==> src/rtl/prio_arbiter_rr.sv <==
// prio_arbiter_rr: N-way request arbiter, fixed (MSB first) or round-robin priority,
// with a registered grant held on a valid/ready handshake until accepted.

// One search slot: slot K of the descending search starting at 'start'.
module prio_arbiter_rr_lane #(
  parameter int N = 8,
  parameter int W = 3,
  parameter int K = 0
) (
  input  logic [W-1:0] start,
  input  logic [N-1:0] req,
  output logic [W-1:0] idx,
  output logic         hit
);
  int s;
  int t;

  always_comb begin
    s   = int'(start);
    t   = (s >= K) ? s - K : s + N - K;
    idx = W'(t);
    hit = req[idx];
  end
endmodule

module prio_arbiter_rr #(
  parameter int N = 8,
  parameter int W = $clog2(N)
) (
  input  logic         clk,
  input  logic         rst_n,
  input  logic [N-1:0] req,
  input  logic         mode,
  input  logic         gnt_ready,
  output logic         gnt_valid,
  output logic [W-1:0] gnt_idx,
  output logic [N-1:0] gnt_onehot
);
  localparam logic [0:0]   IDLE  = 1'b0;
  localparam logic [0:0]   GRANT = 1'b1;
  localparam logic [W-1:0] TOP   = W'(N - 1);

  logic [0:0]   state_q, state_d;
  logic [W-1:0] ptr_q, ptr_d;
  logic [W-1:0] gnt_idx_q, gnt_idx_d;
  logic [N-1:0] gnt_onehot_q, gnt_onehot_d;

  logic         accept;
  logic         arb_go;
  logic [W-1:0] start;

  logic [N-1:0][W-1:0] cand_idx;
  logic [N-1:0]        cand_hit;
  logic                win_any;
  logic [W-1:0]        win_idx;

  // The pointer update on an accept feeds straight into the same-edge search,
  // so a round-robin winner becomes lowest priority immediately.
  always_comb begin
    accept = (state_q == GRANT) && gnt_ready;
    arb_go = (state_q == IDLE) || accept;
    ptr_d  = ptr_q;
    if (accept && mode)
      ptr_d = (gnt_idx_q == '0) ? TOP : gnt_idx_q - W'(1);
    start = mode ? ptr_d : TOP;
  end

  for (genvar k = 0; k < N; k++) begin : g_lane
    prio_arbiter_rr_lane #(.N(N), .W(W), .K(k)) u_lane (
      .start (start),
      .req   (req),
      .idx   (cand_idx[k]),
      .hit   (cand_hit[k])
    );
  end

  // Slot 0 is the highest-priority position; scan so the lowest slot wins.
  always_comb begin
    win_any = |cand_hit;
    win_idx = '0;
    for (int k = N - 1; k >= 0; k--)
      if (cand_hit[k]) win_idx = cand_idx[k];
  end

  always_comb begin
    state_d      = state_q;
    gnt_idx_d    = gnt_idx_q;
    gnt_onehot_d = gnt_onehot_q;
    if (arb_go) begin
      if (win_any) begin
        state_d      = GRANT;
        gnt_idx_d    = win_idx;
        gnt_onehot_d = {{(N-1){1'b0}}, 1'b1} << win_idx;
      end else begin
        state_d      = IDLE;
        gnt_idx_d    = '0;
        gnt_onehot_d = '0;
      end
    end
  end

  always_ff @(posedge clk or negedge rst_n) begin
    if (!rst_n) begin
      state_q      <= IDLE;
      ptr_q        <= TOP;
      gnt_idx_q    <= '0;
      gnt_onehot_q <= '0;
    end else begin
      state_q      <= state_d;
      ptr_q        <= ptr_d;
      gnt_idx_q    <= gnt_idx_d;
      gnt_onehot_q <= gnt_onehot_d;
    end
  end

  assign gnt_valid  = (state_q == GRANT);
  assign gnt_idx    = gnt_idx_q;
  assign gnt_onehot = gnt_onehot_q;
endmodule

==> config.mk <==
export PLATFORM = sky130hd
export DESIGN_NAME = prio_arbiter_rr
export DESIGN_NICKNAME = d
export VERILOG_FILES = /design/src/rtl/prio_arbiter_rr.sv
export SDC_FILE = /design/constraint.sdc
export NUM_CORES = 1
export LEC_CHECK = 0
export BUFFER_PORTS_ARGS = -buffer_cell sky130_fd_sc_hd__buf_2
export CAP_MARGIN = 10
export CORE_MARGIN = 2
export CORE_UTILIZATION = 45
export DETAILED_ROUTE_END_ITERATION = 10
export HOLD_SLACK_MARGIN = 0.15
export PLACE_DENSITY = 0.66
export SYNTH_ARGS = -nofsm -noshare
export SYNTH_HDL_FRONTEND = slang
export SYNTH_SLANG_ARGS = --single-unit
==> constraint.sdc <==
create_clock -name clk -period 4.7 [get_ports clk]
set_clock_uncertainty 0.15 [all_clocks]
set_input_delay 0.705 -clock clk [delete_from_list [all_inputs] [get_ports clk]]
set_output_delay 0.705 -clock clk [all_outputs]
set_load 0.01 [all_outputs]
==> metrics.cfg, run 1 <==
[clock_network]
post_cts_buffers = 0
cts-root-buf = clkbuf_8
clk_path_buf_depth = 2
cts-htree-levels = 1
ctsResizeCount = 0
clkSinkCount = 15
cts_tree = done
clock_latency_ns = 0.25
path_clk_slew_ns = 0.06
postCtsHoldBufs = 0
cts_inserted_buffers = 3

[floorplan]
initial_core_util_pct = 46.60
coreArea_um2 = 3971
io_pins = 24
row_count = 23
dieArea_um2 = 4641
die_w_um = 68.13
die_y_um = 68.13

[power_and_ir_drop]
ir_worst_vdd_mv = 0.3884
p_leak_nw = 0.8648
power_mw = 1.343
cellPowerDensity_nw_per_um2 = 653.3

[global_route]
track_usage_pct = 22.94
grt_pass1_vias = 1592
grt.overflow.total = 0
grt_pass1_wl_mm = 8.010
grt_max_degree = 18
antenna_found_initial = 0

[synth]
synth_edf_count = 0
post_synth.cell_area_avg_um2 = 8.729
ys_warn_count = 0
synth-seq-area-share_pct = 20.49
yosys_register_bits = 15
netlist_instances = 212
netlist_area_um2 = 1851
synthFlopType = dfrtp_1
synth_fp_nets = 229
synth_cell_types = 59
synthArstFlopShare_pct = 100.0

[outcome]
status = finished clean

[flow_run]
maxCapViolations = 0

[final_layout]
nNetsFinal = 251
final_layout_size_suffix_gt1_share_pct = 25.75
mostFrequentLayoutCells = 23 x buf_2, 22 x nand2_1, 21 x a21oi_1, 12 x inv_1, 12 x dfrtp_1
fin_area_um2 = 2056
area_growth_pct = 11.09
final_common_cell = buf_2
diodes = 0

[route]
drtPass1Iterations = 4
wl_per_cell_um = 17.86
vias = 1852
first_iter_violations = 201
routed_via_density = 6.544
ant_nets = 0
wirelength_mm = 5.054
drc = 0

[critical_path]
cp.required_ns = 4.65
end_kind = register
path_class = reg2reg
cp_slowest_cell = ha_1
cp-start-kind = register
slowest_delay_ns = 0.58
worstPathMaxFanout = 13
cp.arrival_ns = 4.29
crit_top_cell = ha_1
crit_chain = inv_1 > ha_1 > ha_1 > and4b_4 > o21ai_4 > ha_1 > mux4_2 > mux2_4 > or3_4 > nor4_1 > or2_1 > o41ai_1
cp.buffers_inverters = 1
critPathTopFamily = simple AND/OR/NAND/NOR gates

[sta]
setup_viol_count_final = 0
tns_ns = 0
finalCritPeriodShare_pct = 92.14
fin_ws_ns = 0.3695
relSlewSlack_pct = 50.24
drv_slew = 0
worst_slew_pin_slew_ns = 0.7420
period_minus_slack_ns = 4.331
rsz0062_at_grt = no
finalHoldViolCount = 0
max_freq_mhz = 230.9

[placement]
dp_slack_ns = 0.4087
postPlaceCellArea_um2 = 2009
routabilityCongestion = 0.9950
place_hpwl_mm = 3.804
io_buffers = 23

[min_path]
hp-class = in2async

-- worst paths after layout --
path	from	endpoint	slack (ns)	cells after the start
setup / recovery	gnt_idx[0]	gnt_onehot[3]	0.37	12
hold / removal	rst_n	gnt_onehot[0]	0.20	1
setup reg to reg	gnt_idx[0]	gnt_onehot[3]	0.37	12
hold reg to reg	gnt_onehot[6]	gnt_onehot[6]	0.33	2
max in group asynchronous	rst_n	ptr_q[2]	3.90	1
min in group clk	gnt_onehot[6]	gnt_onehot[6]	0.33	2
-- metal layers --
metal	up-vias	global-route usage, %	part of all wire [%]
met4	0	8.000	2.2
met3	12	1.974	5.9
met2	74	38.11	48
li1	878	-	-
met1	888	31.21	44
met5	-	0	0
-- worst register-to-register path, delay by kind of cell (launching register included) --
family          cells  cell delay (ns)
compound gates      2             0.25
flops               1             0.39
fa+ha+maj           3             0.98
buf+inv             1             0.06
mux                 2             0.77
simple gates        4             1.60
-- cells in the mapped netlist (all sizes together) (4+ instances only) --
cell      n  share of area [%]
nand3     5                1.4
inv      15                3.0
a21oi    21                5.7
a211oi   10                5.0
o41ai     8                3.8
mux2i     7                3.8
dfrtp    12                 16
clkbuf    4               0.81
ha        5                3.4
buf       9                3.0
a2111oi   5                2.4
mux4     10                 13
nand2    22                4.5
nor3      4                1.1
o21ai    17                5.6
nor2      4               0.81
-- per-stage QoR --
stage	utilization (%)	hold WS, ns	instances
finish	51.76	0.2010	283
global route	51.76	0.2256	283
CTS	51.76	0.2088	283
detailed placement	50.60	0.3058	279
global placement	50.60	0.3060	279
floorplan	-	0.2594	212
-- power breakdown --
group	switching [mW]	leakage (nW)	internal [mW]
combinational	0.604	0.656	0.420
sequential	0.0310	0.183	0.186
clock	0.0436	0.0255	0.0586
-- registers in the layout, summed over array words and instances, names as in the netlist --
name        count
gnt_valid       1
ptr_q           3
gnt_onehot      8
gnt_idx         3
-- final cells by class --
type,instances,area (µm²)
multi-input combinational,169,1344
sequential,15,379.1
clock inverter,1,5.005
timing repair buffer,30,167.7
inverter,15,56.30
tap,50,62.56
fill,386,1916
clock buffer,3,41.29
-- cells by family (layout without fill, tap and decap cells) --
group | after synthesis | count (layout) | synth area share, %
buffers and inverters | 28 | 49 | 6.896
muxes | 19 | 19 | 17.78
DFF | 15 | 15 | 20.49
adders and majority gates | 5 | 5 | 3.381
and+or+nand+nor | 56 | 56 | 16.16
AOI/OAI and AO/OA | 86 | 86 | 33.47
xor gates and xnor gates | 3 | 3 | 1.826
(Power assumes the default switching activity.)
==> run 2: changes to the inputs <==
--- a/config.mk
+++ b/config.mk
@@ -9,9 +9,11 @@
 export CAP_MARGIN = 10
 export CORE_MARGIN = 2
 export CORE_UTILIZATION = 45
+export CTS_BUF_LIST = sky130_fd_sc_hd__clkbuf_2
 export DETAILED_ROUTE_END_ITERATION = 10
 export HOLD_SLACK_MARGIN = 0.15
 export PLACE_DENSITY = 0.66
+export SETUP_SLACK_MARGIN = 0.2
 export SYNTH_ARGS = -nofsm -noshare
 export SYNTH_HDL_FRONTEND = slang
 export SYNTH_SLANG_ARGS = --single-unit
==> metrics.cfg, run 2 (synthesis gave the netlist of run 1 again) <==
[placement]
routabilityCongestion = 0.9950
place_hpwl_mm = 3.804
io_buffers = 23

[clock_network]
cts-root-buf = clkbuf_2
clock_latency_ns = 0.28
clk_path_buf_depth = 2
post_cts_buffers = 0
clkSinkCount = 15
path_clk_slew_ns = 0.14
cts_inserted_buffers = 3
cts-htree-levels = 1
cts_tree = done

[power_and_ir_drop]
switching_share_pct = 51.74
clkPwrFrac_pct = 4.6
p_int_uw = 628.5
switchingPower_uw = 673.9
power_frac_comb_pct = 78.7
cellPowerDensity_nw_per_um2 = 637.0
power_mw = 1.302
p_leak_nw = 0.8596
ir_worst_vdd_mv = 0.3307
seqPwrFrac_pct = 16.6

[critical_path]
reg2reg_to = gnt_onehot[3]
cp_slowest_cell = dfrtp_1
cp-start-kind = register
critPathTopFamily = compound AO/OA/AOI/OAI gates
r2r_cells = 13
path_class = reg2reg
r2r_slack_ns = 0.54
cp.arrival_ns = 4.17
cp.required_ns = 4.71
crit_path_start = gnt_idx[0]
crit_chain = inv_1 > ha_1 > ha_1 > and4b_4 > o21ai_4 > inv_2 > ha_1 > xnor2_2 > mux2_4 > or3_4 > a211oi_4 > o31ai_2 > o41ai_1
worstPathMaxFanout = 13
end_kind = register
slowest_delay_ns = 0.44
cp.buffers_inverters = 2
crit_top_cell = ha_1
rr_startpoint = gnt_idx[0]

[floorplan]
row_count = 23
dieArea_um2 = 4641
die_w_um = 68.13
io_pins = 24
initial_core_util_pct = 46.60
die_y_um = 68.13
coreArea_um2 = 3971

[route]
ant_nets = 0
vias = 1861
drc = 0
first_iter_violations = 173
wl_per_cell_um = 17.68
wirelength_mm = 5.022
drtPass1Iterations = 4
routed_via_density = 6.553

[final_layout]
nNetsFinal = 252
largest_reg_flops = 8
diodes = 0
area_growth_pct = 10.48
final_layout_size_suffix_gt1_share_pct = 26.50
final_common_cell = buf_2
final_util_pct = 51.48
mostFrequentLayoutCells = 23 x buf_2, 22 x nand2_1, 21 x a21oi_1, 12 x inv_1, 12 x dfrtp_1

[sta]
finalHoldViolCount = 0
period_minus_slack_ns = 4.156
rsz0062_at_grt = no
max_freq_mhz = 240.6
setup_viol_count_final = 0
drv_slew = 0
relSlewSlack_pct = 50.09
worst_slew_pin_slew_ns = 0.7441
finalCritPeriodShare_pct = 88.42
tns_ns = 0

[global_route]
grt_max_degree = 18
grt_pass1_wl_mm = 8.010
grt.overflow.total = 0
antenna_found_initial = 0
track_usage_pct = 22.83
grt_pass1_vias = 1595

[min_path]
hold_depth = 2
whs_endpoint = ptr_q[2]
hp-class = reg2reg
min_from = ptr_q[2]

[flow_run]
maxCapViolations = 0

[outcome]
status = finished clean

[run 2: changes by cell type in the layout (fill, tap and decap cells not counted), sizes merged]
cell / before / now
dlygate4sd3: 0 / 1
[run 2: how the worst max path moves through the flow]
| stage | end | cells after the start |
|---|---|---|
| finish | gnt_onehot[3] | 13 |
| global placement | gnt_onehot[0] | 11 |
| CTS | gnt_onehot[3] | 12 |
| global route | gnt_onehot[3] | 13 |
| detailed placement | gnt_onehot[3] | 11 |
| floorplan | gnt_onehot[0] | 15 |
[run 2: per-layer routing]
| metal | share of wire (%) | GRT usage [%] |
|---|---|---|
| met5 | 0 | 0 |
| met4 | 1.5 | 7.250 |
| met3 | 5.6 | 1.974 |
| met2 | 48 | 38.11 |
| met1 | 45 | 31.21 |
[run 2: worst min-delay path, stage by stage, from the launching register on]
cell and delay, ns:
dfstp_2 0.39, nand2_1 0.04, o21ai_0 0.07
[run 2: power groups by stage]
| stage | combinational, mW | sequential [mW] | clock (mW) |
|---|---|---|---|
| final | 1.03 | 0.217 | 0.0602 |
| after global routing | 1.11 | 0.223 | 0.0665 |
| after CTS | 1.01 | 0.217 | 0.0633 |
| after detailed placement | 1.01 | 0.218 | 0 |
| after global placement | 1.01 | 0.218 | 0 |
| after floorplan | 0.740 | 0.231 | 0 |
[run 2: area by class of cell]
cell class	instances	area [µm²]
well taps	50	62.56
repair buffers	31	177.7
flip-flops and latches	15	379.1
multi-input cells	169	1349
clock inverters	1	5.005
fillers	392	1927
clock buffers	3	15.01
inverters	15	56.30
[run 2: through the flow]
step,worst slack (ns),hold WS [ns],instances,instance area (µm²)
2_1_floorplan,0.5062,0.2594,212,1851
3_3_place_gp,0.5249,0.3060,279,2009
3_5_place_dp,0.4087,0.3058,279,2009
4_1_cts,0.4075,0.3402,284,2039
5_1_grt,0.2880,0.3612,284,2044
6_report,0.5444,0.3386,284,2044
[run 2: timing repair]
item,CTS,global route
gates resized for setup,0,2
hold buffers,1,0
hold endpoints to repair,12,0
endpoints found under the setup margin,0,10
==> run 3: changes to the inputs <==
--- a/config.mk
+++ b/config.mk
@@ -7,12 +7,14 @@
 export LEC_CHECK = 0
 export BUFFER_PORTS_ARGS = -buffer_cell sky130_fd_sc_hd__buf_2
 export CAP_MARGIN = 10
+export CELL_PAD_IN_SITES_DETAIL_PLACEMENT = 1
+export CELL_PAD_IN_SITES_GLOBAL_PLACEMENT = 1
 export CORE_MARGIN = 2
 export CORE_UTILIZATION = 45
 export CTS_BUF_LIST = sky130_fd_sc_hd__clkbuf_2
 export DETAILED_ROUTE_END_ITERATION = 10
 export HOLD_SLACK_MARGIN = 0.15
-export PLACE_DENSITY = 0.66
+export PLACE_DENSITY = 0.83
 export SETUP_SLACK_MARGIN = 0.2
 export SYNTH_ARGS = -nofsm -noshare
 export SYNTH_HDL_FRONTEND = slang
==> metrics.cfg, run 3 (synthesis gave the netlist of run 1 again) <==
[floorplan]
dieArea_um2 = 4641
io_pins = 24
die_y_um = 68.13
coreArea_um2 = 3971
row_count = 23
initial_core_util_pct = 46.60
die_w_um = 68.13

[power_and_ir_drop]
power_mw = 1.346
clkPwrFrac_pct = 4.6
cellPowerDensity_nw_per_um2 = 646.5
switchingPower_uw = 706.0
seqPwrFrac_pct = 16.2
p_leak_nw = 0.8814
ir_worst_vdd_mv = 0.2707
power_frac_comb_pct = 79.2
p_int_uw = 640.1
switching_share_pct = 52.45

[critical_path]
worstPathMaxFanout = 13
crit_chain = inv_1 > ha_1 > ha_1 > and4b_1 > o21ai_2 > ha_2 > mux4_2 > mux2_4 > or3_4 > a211oi_4 > o31ai_2 > o41ai_1
slowest_delay_ns = 0.54
cp.required_ns = 4.73
crit_top_cell = ha_1
path_class = reg2reg
cp.arrival_ns = 4.21
critPathTopFamily = compound AO/OA/AOI/OAI gates
end_kind = register
cp-start-kind = register
cp.buffers_inverters = 1
cp_slowest_cell = ha_2

[final_layout]
diodes = 0
final_common_cell = buf_2
multi_input_area_um2 = 1349
largest_reg_flops = 8
nNetsFinal = 257
mostFrequentLayoutCells = 23 x buf_2, 22 x nand2_1, 21 x a21oi_1
final_layout_size_suffix_gt1_share_pct = 28.03
fillCellCount = 505
seq_area_um2 = 379.1
area_growth_pct = 12.51

[route]
wirelength_mm = 5.731
routed_via_density = 6.533
vias = 1888
first_iter_violations = 117
ant_nets = 0
drc = 0
drtPass1Iterations = 5
wl_per_cell_um = 19.83

[sta]
max_freq_mhz = 238.8
tns_ns = 0
drv_slew = 0
rsz0062_at_grt = no
period_minus_slack_ns = 4.187
relSlewSlack_pct = 49.48
finalHoldViolCount = 0
worst_slew_pin_slew_ns = 0.7533
setup_viol_count_final = 0
finalCritPeriodShare_pct = 89.09

[clock_network]
clock_latency_ns = 0.29
path_clk_slew_ns = 0.14
cts-htree-levels = 1
cts_tree = done
cts-root-buf = clkbuf_2
clkSinkCount = 15
clk_path_buf_depth = 2
cts_inserted_buffers = 3

[global_route]
grt_max_degree = 17
grt.overflow.total = 0
track_usage_pct = 26.77
grt_pass1_wl_mm = 9.377
antenna_found_initial = 0
grt_pass1_vias = 1845

[min_path]
hp-class = reg2reg

[placement]
routabilityCongestion = 0.9090
place_hpwl_mm = 4.364
io_buffers = 23

[flow_run]
maxCapViolations = 0

[outcome]
status = finished clean

run 3: power by group through the flow:
| stage | clock [mW] | sequential (mW) | combinational, mW |
|---|---|---|---|
| 5_1_grt | 0.0702 | 0.226 | 1.16 |
| 4_1_cts | 0.0631 | 0.218 | 1.03 |
| 3_3_place_gp | 0 | 0.220 | 1.01 |
| 6_report | 0.0613 | 0.218 | 1.07 |
| 2_1_floorplan | 0 | 0.231 | 0.740 |
| 3_5_place_dp | 0 | 0.219 | 1.03 |
run 3: final timing paths:
check / startpoint / endpoint / slack, ns / cells past startpoint
max: gnt_idx[0] / gnt_onehot[2] / 0.51 / 12
min: gnt_onehot[4] / gnt_onehot[4] / 0.34 / 2
max reg2reg: gnt_idx[0] / gnt_onehot[2] / 0.51 / 12
min reg2reg: gnt_onehot[4] / gnt_onehot[4] / 0.34 / 2
max in group asynchronous: rst_n / ptr_q[2] / 3.44 / 2
min in group asynchronous: rst_n / gnt_onehot[4] / 0.67 / 2
run 3: metal layers:
metal	track usage (%)	wire length (µm)	vias up	part of all wire (%)
met5	0	0	-	0
met2	46.97	2857	50	50
met4	4.500	40	0	0.70
li1	-	-	895	-
met1	36.51	2623	938	46
met3	2.138	210	5	3.7
run 3: per-stage QoR:
| step | std cells | cell area, µm² | hold WS [ns] | utilization [%] | worst slack (ns) |
|---|---|---|---|---|---|
| 2_1_floorplan | 212 | 1851 | 0.2594 | - | 0.5062 |
| 3_5_place_dp | 279 | 2009 | 0.3136 | 50.60 | 0.2411 |
| 4_1_cts | 284 | 2039 | 0.3482 | 51.35 | 0.2641 |
| 3_3_place_gp | 279 | 2009 | 0.3053 | 50.60 | 0.4848 |
| 5_1_grt | 289 | 2082 | 0.3808 | 52.43 | 0.3217 |
| 6_report | 289 | 2082 | 0.3413 | 52.43 | 0.5127 |
run 3: layout make-up:
class | instances | share of cell area (%)
tap | 50 | 3.005
inverter | 15 | 2.704
timing repair buffer | 36 | 10.34
sequential | 15 | 18.21
multi-input combinational | 169 | 64.78
clock inverter | 1 | 0.2404
clock buffer | 3 | 0.7212
run 3: tightest hold or removal path, stage by stage (launching register included):
cell     delay [ns]
dfrtp_1        0.37
nand2_1        0.05
o41ai_1        0.05
run 3: timing repair:
item / 4_1_cts / 5_1_grt
resized for setup: 0 / 2
endpoints found under the hold margin: 12 / 0
buffers inserted: 0 / 5
hold buffers: 1 / 0
setup endpoints to repair: 0 / 10
